### src/rtl/conv2d_seq_ctrl.sv
// Frame-level sequencer for one 3x3 conv2d datapath: clear, kernel load,
// pixel streaming, result tagging and drain timeout.
module conv2d_seq_ctrl #(
  parameter int IMG_W         = 28,
  parameter int IMG_H         = 28,
  parameter int KWORDS        = 9,
  parameter int DRAIN_TIMEOUT = 256
) (
  input  logic        clk,
  input  logic        reset,
  input  logic        start,
  output logic        busy,
  output logic        done,
  output logic        error,
  input  logic [31:0] ker_data,
  input  logic        ker_valid,
  output logic        ker_ready,
  input  logic [31:0] px_data,
  input  logic        px_valid,
  output logic        px_ready,
  output logic        dp_reset,
  output logic [31:0] dp_kernel_in,
  output logic [31:0] dp_data_in,
  output logic        dp_valid_in,
  input  logic        dp_load_kernel_done,
  input  logic        dp_valid_out,
  input  logic [31:0] dp_data_out,
  output logic [31:0] res_data,
  output logic        res_valid,
  output logic        res_last
);

  localparam int unsigned NPIX = IMG_W * IMG_H;
  localparam int unsigned NRES = (IMG_W - 2) * (IMG_H - 2);
  localparam int unsigned KW   = $clog2(KWORDS + 1);
  localparam int unsigned PW   = $clog2(NPIX + 1);
  localparam int unsigned OW   = $clog2(NRES + 1);
  localparam int unsigned TW   = $clog2(DRAIN_TIMEOUT + 1);

  localparam logic [KW-1:0] K_LAST = KW'(KWORDS - 1);
  localparam logic [PW-1:0] P_LAST = PW'(NPIX - 1);
  localparam logic [OW-1:0] O_TGT  = OW'(NRES);
  localparam logic [OW-1:0] O_LAST = OW'(NRES - 1);
  localparam logic [TW-1:0] T_LAST = TW'(DRAIN_TIMEOUT - 1);

  typedef enum logic [2:0] {
    S_IDLE, S_CLEAR, S_LOAD_K, S_WAIT_K, S_STREAM, S_DRAIN, S_FIN
  } state_t;

  state_t        state_q, state_d;
  logic [KW-1:0] kcnt_q, kcnt_d;
  logic [PW-1:0] pcnt_q, pcnt_d;
  logic [OW-1:0] ocnt_q, ocnt_d;
  logic [TW-1:0] idle_q, idle_d;
  logic          error_q, error_d;
  logic [31:0]   kdata_q, kdata_d;
  logic [31:0]   pdata_q, pdata_d;
  logic          pvalid_q, pvalid_d;
  logic [31:0]   rdata_q, rdata_d;
  logic          rvalid_q, rvalid_d;
  logic          rlast_q, rlast_d;

  logic k_acc, p_acc, res_acc, final_seen;

  always_comb begin
    state_d  = state_q;
    kcnt_d   = kcnt_q;
    pcnt_d   = pcnt_q;
    ocnt_d   = ocnt_q;
    idle_d   = '0;
    error_d  = error_q;
    kdata_d  = kdata_q;
    pdata_d  = pdata_q;
    pvalid_d = 1'b0;
    rdata_d  = rdata_q;
    rvalid_d = 1'b0;
    rlast_d  = 1'b0;

    k_acc   = (state_q == S_LOAD_K) && ker_valid;
    p_acc   = (state_q == S_STREAM) && px_valid;
    // Results only count while streaming/draining and never past the target.
    res_acc = ((state_q == S_STREAM) || (state_q == S_DRAIN)) && dp_valid_out
              && (ocnt_q < O_TGT);
    final_seen = (ocnt_q == O_TGT) || (res_acc && (ocnt_q == O_LAST));

    if (res_acc) begin
      rdata_d  = dp_data_out;
      rvalid_d = 1'b1;
      rlast_d  = (ocnt_q == O_LAST);
      ocnt_d   = ocnt_q + OW'(1);
    end
    if (k_acc) begin
      kdata_d = ker_data;
      kcnt_d  = kcnt_q + KW'(1);
    end
    if (p_acc) begin
      pdata_d  = px_data;
      pvalid_d = 1'b1;
      pcnt_d   = pcnt_q + PW'(1);
    end

    unique case (state_q)
      S_IDLE: begin
        if (start) begin
          state_d = S_CLEAR;
          error_d = 1'b0;
          kcnt_d  = '0;
          pcnt_d  = '0;
          ocnt_d  = '0;
        end
      end
      S_CLEAR:  state_d = S_LOAD_K;
      S_LOAD_K: if (k_acc && (kcnt_q == K_LAST)) state_d = S_WAIT_K;
      S_WAIT_K: if (dp_load_kernel_done) state_d = S_STREAM;
      S_STREAM: if (p_acc && (pcnt_q == P_LAST)) state_d = S_DRAIN;
      S_DRAIN: begin
        // Timeout fires on the DRAIN_TIMEOUT-th consecutive idle cycle.
        idle_d = dp_valid_out ? '0 : idle_q + TW'(1);
        if (final_seen) begin
          state_d = S_FIN;
        end else if (!dp_valid_out && (idle_q == T_LAST)) begin
          error_d = 1'b1;
          state_d = S_FIN;
        end
      end
      S_FIN:    state_d = S_IDLE;
      default:  state_d = S_IDLE;
    endcase
  end

  always_ff @(posedge clk) begin
    if (!reset) begin
      state_q  <= S_IDLE;
      kcnt_q   <= '0;
      pcnt_q   <= '0;
      ocnt_q   <= '0;
      idle_q   <= '0;
      error_q  <= 1'b0;
      kdata_q  <= '0;
      pdata_q  <= '0;
      pvalid_q <= 1'b0;
      rdata_q  <= '0;
      rvalid_q <= 1'b0;
      rlast_q  <= 1'b0;
    end else begin
      state_q  <= state_d;
      kcnt_q   <= kcnt_d;
      pcnt_q   <= pcnt_d;
      ocnt_q   <= ocnt_d;
      idle_q   <= idle_d;
      error_q  <= error_d;
      kdata_q  <= kdata_d;
      pdata_q  <= pdata_d;
      pvalid_q <= pvalid_d;
      rdata_q  <= rdata_d;
      rvalid_q <= rvalid_d;
      rlast_q  <= rlast_d;
    end
  end

  // dp_reset follows the reset input directly so a mid-frame reset flushes at once.
  assign dp_reset     = reset && (state_q != S_CLEAR);
  assign busy         = (state_q != S_IDLE);
  assign done         = (state_q == S_FIN) && !error_q;
  assign error        = error_q;
  assign ker_ready    = (state_q == S_LOAD_K);
  assign px_ready     = (state_q == S_STREAM);
  assign dp_kernel_in = kdata_q;
  assign dp_data_in   = pdata_q;
  assign dp_valid_in  = pvalid_q;
  assign res_data     = rdata_q;
  assign res_valid    = rvalid_q;
  assign res_last     = rlast_q;

endmodule

### config.mk
export PLATFORM = sky130hd
export DESIGN_NAME = conv2d_seq_ctrl
export DESIGN_NICKNAME = d
export VERILOG_FILES = /design/src/rtl/conv2d_seq_ctrl.sv
export SDC_FILE = /design/constraint.sdc
export NUM_CORES = 1
export LEC_CHECK = 0
export ABC_AREA = 1
export BUFFER_PORTS_ARGS = -buffer_cell sky130_fd_sc_hd__buf_2
export CELL_PAD_IN_SITES_DETAIL_PLACEMENT = 1
export CELL_PAD_IN_SITES_GLOBAL_PLACEMENT = 1
export CORE_UTILIZATION = 34
export CTS_CLUSTER_DIAMETER = 120
export CTS_CLUSTER_SIZE = 30
export DETAILED_ROUTE_END_ITERATION = 6
export PLACE_DENSITY = 0.8
export SLEW_MARGIN = 0
export SYNTH_ARGS = -nofsm -noshare
export SYNTH_HDL_FRONTEND = slang
export SYNTH_SLANG_ARGS = --single-unit
### constraint.sdc
create_clock -name clk -period 2.16 [get_ports clk]
set_input_delay 0 -clock clk [delete_from_list [all_inputs] [get_ports clk]]
set_output_delay 0 -clock clk [all_outputs]
set_load 0.02 [all_outputs]
# Yosys cells after proc, flatten, opt, wreduce, memory -nomap -nowiden
# Index checks and enable logic that the tools add are counted.
[totals]
regBits = 136
inputBits = 103
out_inout_bits = 105
elab_cells = 81
[op_classes]
n_addsub = 4
order_cmp = 1
eq_ne = 19
n_mux = 22
bitwise = 2
reduce_logical = 21
[op_table]
columns = ["operator", "count"]
rows = [
  ["10-bit two-way mux", 6],
  ["10-bit equality test, second input constant", 3],
  ["10-bit by 1-bit adder with 10-bit output, second input constant", 2],
  ["3-bit two-way mux", 6],
  ["3-bit one-hot mux with 6 select lines", 1],
  ["4-bit two-way mux", 3],
  ["1-bit logical AND", 10],
  ["10-bit less-than comparator, second input constant", 1],
  ["9-bit by 1-bit adder with 9-bit output, second input constant", 1],
  ["3-bit equality test, second input constant", 3],
  ["9-bit by 8-bit equality test with 1-bit output, second input constant", 1],
  ["3-bit by 2-bit equality test with 1-bit output, second input constant", 2],
  ["2-bit by 1-bit != test with 1-bit output, second input constant", 3],
  ["2-bit != test, second input constant", 3],
  ["1-bit two-way mux", 5],
  ["5-bit AND reduction", 1],
  ["4-bit by 1-bit adder with 4-bit output, second input constant", 1],
  ["4-bit equality test, second input constant", 1],
  ["4-bit AND reduction", 1],
  ["3-bit by 1-bit equality test with 1-bit output, second input constant", 1],
  ["3-bit logical NOT", 1],
  ["3-bit by 1-bit != test with 1-bit output, second input constant", 1],
  ["3-bit by 2-bit != test with 1-bit output, second input constant", 1],
  ["3-bit nonzero test", 1],
  ["other kinds (7)", 10],
]

# Longest topological paths before layout
# Gate-level depths: netlist of run 1.
[logic_depth]
ltp_word = 8
depth_mapped = 11
mapped_depth_nobuf = 11

# Worst setup path after synthesis of run 1
# Ideal clock, no wire load.
[synth_path]
path_kind = "register to register"
start = "reg state_q[2]"
end = "reg state_q[0]"
setup_time_ns = 0.115
arrival_ns = 1.462
required_ns = 2.045
path_slack_ns = 0.584
stages_incl_launch_ff = 8
path_buffers = 1
synth_period_minus_slack_ns = 1.576
path_cell_list = "dfxtp_1 buf_4 nor3_1 nand2_1 nand3_1 a21oi_2 a21oi_1 nor2_1"
[synth_between]
word_cells_on_any_way = 23
cone_classes = "eq/ne: 10; mux: 2; reduce/logical: 11"
[synth_rtl]
columns = ["element", "line", "rtl"]
rows = [
  ["start, declared", "50", "state_t state_q, state_d;"],
  ["start signal, assigned", "146", "state_q <= state_d;"],
  ["3-bit by 2-bit equality test with 1-bit output (*)", "--", ""],
  ["named net ker_ready", "17", "output logic ker_ready,"],
  ["1-bit logical AND", "79", "k_acc = (state_q == S_LOAD_K) && ker_valid;"],
  ["1-bit logical AND", "113", "S_LOAD_K: if (k_acc && (kcnt_q == K_LAST)) state_d = S_WAIT_K;"],
  ["2-bit by 1-bit != test with 1-bit output (no line)", "--", ""],
  ["5-bit AND reduction (no line)", "--", ""],
]
# Mark *: on every way through the listed nets, which the timed path passes. The rest lies on a longest branch.
# A chain may end at the register's enable or synchronous reset.

# Final worst setup path of run 1
[layout_path]
start = "reg idle_q[0]"
end = "reg state_q[1]"
[layout_between]
elab_chain_len = 4
[layout_lines]
columns = ["element", "line", "rtl"]
rows = [
  ["start, declared", "54", "logic [TW-1:0] idle_q, idle_d;"],
  ["start signal, assigned", "150", "idle_q <= idle_d;"],
  ["9-bit by 8-bit equality test with 1-bit output", "121", "end else if (!dp_valid_out && (idle_q == T_LAST)) begin"],
  ["1-bit logical AND", "121", ""],
  ["3-bit by 2-bit != test with 1-bit output (no line)", "--", ""],
  ["5-bit AND reduction (no line)", "--", ""],
]
# No other way between the ends.

==> results.md, run 1 <==
* Die height at 130 um
* Cell count after synthesis at 716
* Multi-input gate area at 2400 um^2
* Die width at 130 um
* Setup TNS at 0 ns
* Setup violations, final at 0
* Flops & latches, synth at 136
* FF+latch area at 2720 um^2
* Worst Max-Slew Pin Slew at 0.629 ns
* Post-Place Cell Area at 6680 um^2
* Fin area at 8180 um^2
* Maximum vdd ir drop at 0.000524 V
* First-pass GRT wire length at 30100 um
* Vias/cell at 4.73
* Status: completed
* Max clock buf depth at 2
* DRC Markers at 0
* Netlist cell types at 42
* Relative slew margins at 58.1%
* H-Tree Depth at 4
* CTS Buf Count at 17
* MaxCap Viol Count at 0
* Critical path launch point type: flop
* Area grow syn2layout at 48.0%
* EDFF count, synth at 0
* RSZ-0062 raised after global routing: no
* Fraction of layout cells with a size suffix above 1 at 26.9%
* Clk pin slew, worst setup/hold paths at 0.06 ns
* Max Slew Vio Count at 0
* Post-Route WL at 19100 um
* Top cells by area, synth: dfxtp_1 49%, nor2_1 16%, o21ai_0 9.2%
* P per Cell Area at 1000 nW/um^2
* Ys async rst share at 0%
* # IOs at 208
* Gr usage total at 23.1%
* Nets at 1122
* Yosys warning count at 0
* FP Rows at 46
* Core footprint at 15900 um^2
* Initial antenna violation count at 0
* Starting density of the core at 34.8%
* Top_reg_cell synth: dfxtp_1
* Crit path time final at 1.84 ns
* Worst Setup End Kind: flop
* Vias after detailed routing at 5855
* Drt pass-1 iters at 4
* Post-CTS setup buffers at 0
* Sequential area share after synthesis at 49.2%
* Vias in the first global route at 6258
* CP Data Required Time at 2.45 ns
* DRT iter0 DRCs at 220
* Antenna diodes at 0
* Final worst path period share at 85.1%
* Final HPWL DP at 11100 um
* CP arrival at 2.13 ns
* Clk_lat worst skew at 0.41 ns
* Syn nets at 826
* Fillers at 1976
* Lkg Pwr at 3.90 nW
* Largest net degree at the start of global routing at 73
* # clock sinks at 136
* DRT antenna net count at 0
* CTS tree: done
* R2R Setup Slk at 0.32 ns
* Setup CP Type: flop to flop
* Largest area contributor in the netlist: dfxtp_1
* Final hold viol count at 0
* Synthesized cell area at 5530 um^2
* Grt total ovfl at 0
* Final core utilization at 51.5%
* WL per Instance at 15.5 um
* Clk_skew at 0.00977 ns
* Clock root cell: clkbuf_16
* Mean Syn Cell Area at 7.73 um^2
* Crit Path Max Fanout at 5
* Routability-driven placement congestion ratio at 0.802
* Total Die Area at 16800 um^2
* Synth top area share at 49.2%
* F_max at 0.544 GHz
* # port buffers at 207
* Min-Delay Path Class: input port to flop
[final cells by class]
cell class / count / area share, %
Multi-Input combinational cell: 497 / 29.4
Sequential cell: 136 / 33.3
Timing Repair Buffer: 312 / 25.3
Clock inverter: 8 / 0.933
Clock buffer: 21 / 5.63
Inverter: 48 / 2.23
Tap cell: 216 / 3.30
[timing repair]
action,in CTS,in global routing
hold buffers,97,0
endpoints found under the hold margin,104,0
gates resized for setup,0,0
[critical path, stage by stage (launching register included)]
cell,delay (ns)
dfxtp_1,0.36
ha_1,0.19
nand2_1,0.07
nor2_1,0.18
nand3_1,0.14
nor3_1,0.20
ha_1,0.20
a21oi_2,0.06
nand3_2,0.12
nand3_1,0.08
nand2_1,0.07
nor2_1,0.05
[routing by layer]
| layer | GRT usage (%) | wire length [um] |
|---|---|---|
| met2 | 41.7 | 9630 |
| met5 | 0 | 0 |
| met4 | 9.64 | 500 |
| met3 | 7.35 | 1150 |
| met1 | 24.9 | 7860 |
[Yosys cell counts (5+ instances only)]
library cell  count
ha_1              7
buf_2            15
nand4_1           5
nand3_1          18
inv_1            41
nand2_1          47
xor2_1           11
inv_2             5
clkbuf_1         13
nor2_2            5
a21oi_1          13
o21ai_0         102
nor2_1          241
nor3_1            8
dfxtp_1         136
[cells by family after synthesis]
logic type,count (synthesis),synth area share (%)
compound gates,130,12.6
xor+xnor,12,1.90
fa+ha+maj,7,1.58
buf+inv,83,7.31
flops,136,49.2
simple gates,348,27.4
[path summary, 6_finish.rpt]
path | start | endpoint | cells past startpoint
worst max-delay path | idle_q[0]$_SDFF_PP0_ | state_q[1]$_SDFFE_PN0P_ | 11
worst min-delay path | reset | ocnt_q[8]$_SDFF_PN0_ | 3
worst max register to register | idle_q[0]$_SDFF_PP0_ | state_q[1]$_SDFFE_PN0P_ | 11
worst min register to register | idle_q[0]$_SDFF_PP0_ | idle_q[0]$_SDFF_PP0_ | 1
[metrics by stage]
step	total power, mW	instances	hold slack [ns]	setup slack, ns
after detailed placement	5.35	1112	0.230	0.358
after global placement	5.30	1112	0.221	0.456
after floorplan	4.68	716	0.135	0.584
final	8.21	1238	0.0473	0.321
after CTS	8.20	1238	0.0289	0.323
after global routing	8.64	1238	0.0551	0.134
[cells in the final DEF (no fill, tap or decap), types with 4 or more instances in the layout]
cell and n:
a21oi_1 13, buf_2 207, buf_4 8, clkbuf_16 17, dfxtp_1 136, dlygate4sd3_1 97, ha_1 7, inv_1 41
inv_2 5, nand2_1 47, nand2_2 4, nand3_1 18, nand4_1 5, nor2_1 241, nor2_2 5, nor3_1 8
o21ai_0 102, xor2_1 11
[flip-flops by register name, indices dropped and copies added (netlist names), 3 cells and up]
| name | count |
|---|---|
| dp_data_in | 32 |
| dp_kernel_in | 32 |
| res_data | 32 |
| ocnt_q | 10 |
| pcnt_q | 10 |
| idle_q | 9 |
| kcnt_q | 4 |
| state_q | 3 |
[where the power goes]
group	internal, mW	switching, mW	total, mW	leakage, nW
Sequential	2.88	0.260	3.14	1.10
Combinational	0.813	1.57	2.39	2.54
Clock	1.62	1.06	2.68	0.257
Total	5.31	2.89	8.21	3.90
Power figures use the tool's default switching activity.
==> inputs of run 2 (changes only) <==
- ABC_AREA: 1 -> unset
- CORE_MARGIN: unset -> 5
==> results.md, run 2 <==
* Routability-driven placement congestion ratio at 0.785 (-2.1%)
* Nets at 1050 (-6.4%)
* Adder-cell share of the synthesized area at 1.68% (+0.094 points)
* Vias in the first global route at 5841 (-6.7%)
* Vias/cell at 4.84 (+2.2%)
* Pint at 4.95 mW (-6.9%)
* Mean Syn Cell Area at 8.15 um^2 (+5.5%)
* Synth top area share at 52.1% (+2.9 points)
* Setup violations, final at 0 (unchanged)
* Largest area contributor in the netlist: dfxtp_1
* DRT iter0 DRCs at 253 (+15%)
* Mux share of post-synthesis cell area at 0.192% (+0.19 points)
* Final hold slack at 0.0637 ns (+0.0164 ns)
* Clock Power Share at 44.8% (+12 points)
* Fin cells at 1147 (-7.4%)
* Fraction of layout cells with a size suffix above 1 at 27.4% (+0.48 points)
* Setup TNS at 0 ns (unchanged)
* F_max at 0.533 GHz (-2.0%)
* Maximum vdd ir drop at 0.000487 V (-7.0%)
* Flops & latches, synth at 136 (unchanged)
* Clk_skew at 0.00854 ns (-0.00123 ns)
* # IOs at 208 (unchanged)
* Grt total ovfl at 0 (unchanged)
* Setup CP Type: flop to flop
* Relative slew margins at 64.9% (+6.8 points)
* Main combinational cell family by area after synthesis: simple AND/OR/NAND/NOR gates
* CTS Buf Count at 17 (unchanged)
* H-Tree Depth at 4 (unchanged)
* Synth Area in XOR/XNOR at 4.02% (+2.1 points)
* MaxCap Viol Count at 0 (unchanged)
* Resize count post-CTS at 0 (unchanged)
* Most numerous cell in the Yosys netlist: nand2_1
* Max Slew Vio Count at 0 (unchanged)
* CP arrival at 2.20 ns (+0.07 ns)
* EDFF count, synth at 0 (unchanged)
* Die height at 134 um (+3.4%)
* WP buf/inv at 2 (+2)
* Synthesized cell area at 5220 um^2 (-5.6%)
* Syn nets at 751 (-9.1%)
* Final WS setup at 0.284 ns (-0.0372 ns)
* Register share of total power at 40.4% (+2.1 points)
* Area grow syn2layout at 53.9%
* Commonest cells after routing, fill and taps aside: 212 x nand2_1, 207 x buf_2, 136 x dfxtp_1, 105 x a21oi_1, 99 x dlygate4sd3_1
* Top cells by count, synth: 212 x nand2_1, 136 x dfxtp_1, 105 x a21oi_1
* Lkg Pwr at 3.39 nW (-13%)
* Critical path launch point type: flop
* # clock sinks at 136 (unchanged)
* Top_reg_cell synth: dfxtp_1
* WL per Instance at 16.6 um (+7.6%)
* Most common cell after layout, fill and taps aside: nand2_1
* Final HPWL DP at 11200 um (+0.35%)
* Min-Delay Path Class: input port to flop
* Largest net degree at the start of global routing at 48 (-34%)
* Initial antenna violation count at 6 (+6)
* Cell Chain, Critical Path: nor2b_1 > o211ai_1 > buf_4 > nor2_2 > buf_12 > nand2_1 > a21oi_1
* CP peak stage delay at 0.42 ns (+0.06 ns)
* Switching share of power at 25.9% (-9.3 points)
* Starting density of the core at 34.5% (-0.34 points)
* Placed insts at 1010 (-9.2%)
* Ys async rst share at 0% (unchanged)
* Top cells by area, synth: dfxtp_1 52%, nand2_1 15%, a21oi_1 10%
* Drt pass-1 iters at 5 (+1)
* Logic gate share of total power at 14.9% (-14 points)
* Area share of and/or/nand/nor cells after synthesis at 24.6% (-2.7 points)
* Netlist cell types at 45 (+7.1%)
* Cell count after synthesis at 641 (-10%)
* DRC Markers at 0 (unchanged)
* CP Data Required Time at 2.48 ns (+0.03 ns)
* Max clock buf depth at 2 (unchanged)
* RSZ-0062 raised after global routing: no
* Worst Max-Slew Pin Slew at 0.526 ns (-0.102 ns)
* Clock root cell: clkbuf_16
* Final hold viol count at 0 (unchanged)
* Post-CTS setup buffers at 0 (unchanged)
* DRT antenna net count at 0 (unchanged)
* Synth Area in Compound Gates at 12.3% (-0.36 points)
* Gr usage total at 20.7% (-2.5 points)
* CTS tree: done
* Yosys warning count at 0 (unchanged)
* CP top delay family: simple AND/OR/NAND/NOR gates
* FP Rows at 45 (-2.2%)
* Sequential area share after synthesis at 52.1% (+2.9 points)
* Die width at 134 um (+3.4%)
* Crit Path Max Fanout at 31 (+26)
* P per Cell Area at 831 nW/um^2 (-17%)
* Clk pin slew, worst setup/hold paths at 0.06 ns (about the same)
* Slowest-stage cell, CP: dfxtp_1
* Status: completed
* First-pass GRT wire length at 29800 um (-0.94%)
* Clk_lat worst skew at 0.41 ns (about the same)
* Pre-CTS WS at 0.300 ns (-0.0575 ns)
* Post-Route WL at 19100 um (-0.30%)
* Core footprint at 15100 um^2 (-4.7%)
* Worst Setup End Kind: flop
* Crit path time final at 1.88 ns (+0.0372 ns)
* Total Die Area at 17900 um^2 (+6.9%)
* Vias after detailed routing at 5546 (-5.3%)
* # port buffers at 207 (unchanged)
* Sw power at 1.73 mW (-40%)
* Final worst path period share at 86.9% (+1.7 points)
[run 2: cell types whose count changed after synthesis, moves of 5 or more]
cell	previous run	this run
xnor2_1	1	15
clkbuf_1	13	18
buf_4	2	9
nor2_1	241	35
nand2_1	47	212
nand3_1	18	10
a21oi_1	13	105
inv_1	41	11
buf_2	15	10
o21ai_0	102	6
inv_2	5	0
and3_1	1	6
[run 2: power groups by stage]
stage	clock network [mW]	logic (mW)	registers (mW)
floorplan	0	0.407	2.84
finish	2.99	0.994	2.70
global placement	0	0.827	2.74
detailed placement	0	0.835	2.74
CTS	3.06	0.982	2.69
global route	3.16	1.07	2.71
[run 2: kinds of logic after synthesis]
logic type	Yosys count
and+or+nand+nor	300
DFF	136
AOI/OAI and AO/OA	121
buffers and inverters	52
xor gates and xnor gates	24
adders and majority gates	7
muxes	1
[run 2: layout make-up]
| type | count | area [um^2] |
|---|---|---|
| multi-input cells | 453 | 2240 |
| inverters | 11 | 42.5 |
| clock inverters | 11 | 146 |
| fillers | 1834 | 7110 |
| diodes | 6 | 15.0 |
| repair buffers | 321 | 2160 |
| clock buffers | 21 | 470 |
| flip-flops and latches | 136 | 2720 |
| well taps | 188 | 235 |
[run 2: worst reg2reg max path, delay by kind of cell (launching register included)]
kind                   cells  cell delay, ns
AOI/OAI and AO/OA          2            0.32
and+or+nand+nor            3            0.64
DFF                        1            0.42
buffers and inverters      2            0.42
[run 2: what timing repair did]
action	4_1_cts	5_1_grt
hold buffers	99	0
hold endpoints to repair	100	0
endpoints found under the setup margin	0	0
[run 2: final timing paths]
path	startpoint	endpoint	slack [ns]	cells after the start
hold / removal	start	error$_SDFFE_PN0P_	0.06	4
setup reg to reg	state_q[1]$_SDFFE_PN0P_	res_data[3]$_SDFFE_PN0N_	0.28	7
hold reg to reg	idle_q[0]$_SDFF_PP0_	idle_q[0]$_SDFF_PP0_	0.45	1
setup / recovery	state_q[1]$_SDFFE_PN0P_	res_data[3]$_SDFFE_PN0N_	0.28	7
[run 2: per-layer routing]
| metal | vias up | track usage (%) | part of all wire (%) |
|---|---|---|---|
| li1 | 2694 | - | - |
| met1 | 2624 | 22.1 | 39 |
| met2 | 192 | 37.8 | 52 |
| met3 | 36 | 5.66 | 5.9 |
| met4 | 0 | 9.49 | 3.2 |
| met5 | - | 0 | 0 |
[run 2: metrics by stage]
stage / util (%) / power, mW / cell area [um^2]
3_5_place_dp: 42.3 / 3.58 / 6410
6_report: 53.1 / 6.68 / 8040
4_1_cts: 53.0 / 6.73 / 8020
3_3_place_gp: 42.3 / 3.56 / 6410
5_1_grt: 53.1 / 6.94 / 8040
2_1_floorplan: - / 3.25 / 5220
==> inputs of run 3 (changes only) <==
- ABC_AREA: unset -> 1
==> results.md, run 3 (synthesized netlist as in run 1, its figures left out) <==
* Nets at 1122 (+6.9%)
* Post-Place Cell Area at 6670 um^2 (+4.0%)
* Area grow syn2layout at 49.6%
* Fin area at 8280 um^2 (+3.0%)
* Worst r2r src: state_q[2]$_SDFFE_PN0P_
* Relative slew margins at 57.3% (-7.6 points)
* Register share of total power at 36.3% (-4.1 points)
* Lkg Pwr at 3.95 nW (+17%)
* Hold Startpoint: start
* R2R Setup Slk at 0.35 ns (+0.06 ns)
* Core footprint at 15900 um^2 (+5.3%)
* # clock sinks at 136 (unchanged)
* RSZ-0062 raised after global routing: no
* H-Tree Depth at 4 (unchanged)
* Crit Path Max Fanout at 42 (+35%)
* CP arrival at 2.10 ns (-0.10 ns)
* DRC Markers at 0 (unchanged)
* Clock root cell: clkbuf_16
* Sw power at 3.00 mW (+73%)
* Cell Chain, Critical Path: nand2_1 > nor2_2 > nand2_2 > inv_2 > nand2_4 > nor2_2 > nand2_1 > xor2_1 > nor2_1
* Critical path launch point type: flop
* Resize count post-CTS at 0 (unchanged)
* Clk pin slew, worst setup/hold paths at 0.06 ns (about the same)
* Commonest cells after routing, fill and taps aside: 241 x nor2_1, 207 x buf_2, 136 x dfxtp_1, 102 x o21ai_0, 98 x dlygate4sd3_1
* DRT iter0 DRCs at 242 (-4.3%)
* CP peak stage delay at 0.54 ns (+0.12 ns)
* Max clock buf depth at 2 (unchanged)
* Pint at 5.64 mW (+14%)
* Worst Setup End Kind: flop
* F_max at 0.551 GHz (+3.5%)
* Gr usage total at 21.2% (+0.54 points)
* Final hold slack at 0.0522 ns (-0.0115 ns)
* Maximum vdd ir drop at 0.000504 V (+3.4%)
* Crit path time final at 1.81 ns (-0.0626 ns)
* First-pass GRT wire length at 31500 um (+5.6%)
* Initial antenna violation count at 1 (-5)
* Critical path launch point: state_q[2]$_SDFFE_PN0P_
* Final Power at 8.64 mW (+29%)
* Post-Route WL at 19900 um (+4.5%)
* Vias after detailed routing at 5893 (+6.3%)
* Final HPWL DP at 11600 um (+3.9%)
* # IOs at 208 (unchanged)
* Total Die Area at 18900 um^2 (+5.5%)
* Vias/cell at 4.74 (-1.9%)
* Clk_skew at 0.0123 ns (+0.00379 ns)
* CTS tree: done
* Starting density of the core at 34.7% (+0.21 points)
* Setup violations, final at 0 (unchanged)
* Die height at 138 um (+2.7%)
* Logic gate share of total power at 27.7% (+13 points)
* Largest net degree at the start of global routing at 51 (+6.3%)
* Vias in the first global route at 6265 (+7.3%)
* Switching share of power at 34.7% (+8.8 points)
* Drt pass-1 iters at 6 (+1)
* P per Cell Area at 1040 nW/um^2 (+26%)
* CTS Buf Count at 17 (unchanged)
* Status: completed
* Clk_lat worst skew at 0.42 ns (about the same)
* Slowest-stage cell, CP: dfxtp_1
* Max Slew Vio Count at 0 (unchanged)
* Setup CP Type: flop to flop
* Clock Power Share at 36.0% (-8.8 points)
* FP Rows at 46 (+2.2%)
* Grt total ovfl at 0 (unchanged)
* DRT antenna net count at 0 (unchanged)
* Most common cell after layout, fill and taps aside: nor2_1
* Die width at 138 um (+2.7%)
* Routability-driven placement congestion ratio at 0.781 (-0.48%)
* Fraction of layout cells with a size suffix above 1 at 27.0% (-0.36 points)
* Final worst path period share at 84.0% (-2.9 points)
* Min-Delay Path Class: input port to flop
* MaxCap Viol Count at 0 (unchanged)
* WL per Instance at 16.1 um (-3.5%)
* Setup TNS at 0 ns (unchanged)
* # port buffers at 207 (unchanged)
* CP Data Required Time at 2.45 ns (-0.03 ns)
* Final hold viol count at 0 (unchanged)
* Worst Max-Slew Pin Slew at 0.640 ns (+0.113 ns)
-- run 3: changes by cell type in the layout (fill, tap and decap cells not counted), sizes merged, moves of 8 or more --
cell	change
a21oi	-89
xnor2	-14
nand3	+11
o21ai	+96
nand2	-159
nor2	+213
buf	-8
inv	+41
-- run 3: layout make-up --
type	count	area [um^2]
inverters	48	183
well taps	216	270
clock buffers	19	433
flip-flops and latches	136	2720
repair buffers	312	2070
multi-input cells	497	2400
diodes	1	2.50
fillers	1968	7670
clock inverters	13	191
-- run 3: power by group through the flow --
stage | Sequential [mW] | Clock [mW] | Combinational [mW]
2_1_floorplan | 3.49 | 0 | 1.19
3_3_place_gp | 3.14 | 0 | 2.16
3_5_place_dp | 3.16 | 0 | 2.19
4_1_cts | 3.11 | 3.16 | 2.35
5_1_grt | 3.18 | 3.28 | 2.63
6_report | 3.14 | 3.11 | 2.39
-- run 3: worst max-delay path, delay by kind of cell, from the launching register on --
kind,cells,cell delay (ns)
DFF,1,0.54
xor gates and xnor gates,1,0.16
and+or+nand+nor,7,0.90
buffers and inverters,1,0.08
-- run 3: per-layer routing --
metal	global-route usage, %	wire length [um]	vias up
met2	38.3	10100	200
met5	0	0	-
met4	8.09	482	0
met1	23.0	8000	2767
li1	-	-	2889
met3	6.68	1390	37
-- run 3: timing repair --
| item | CTS | global route |
|---|---|---|
| hold buffers | 98 | 0 |
| hold endpoints to repair | 105 | 0 |
| buffers inserted | 0 | 0 |
-- run 3: worst paths after layout --
check / to / cells after the start
worst max-delay path: ocnt_q[6]$_SDFF_PN0_ / 9
worst min-delay path: error$_SDFFE_PN0P_ / 5
worst max register to register: ocnt_q[6]$_SDFF_PN0_ / 9
worst min register to register: idle_q[0]$_SDFF_PP0_ / 1
-- run 3: metrics by stage --
stage	std cells	setup WS [ns]	utilization, %
CTS	1241	0.312	51.9
floorplan	716	0.584	-
detailed placement	1111	0.336	41.8
global placement	1111	0.442	41.8
finish	1242	0.347	51.9
global route	1242	0.117	51.9
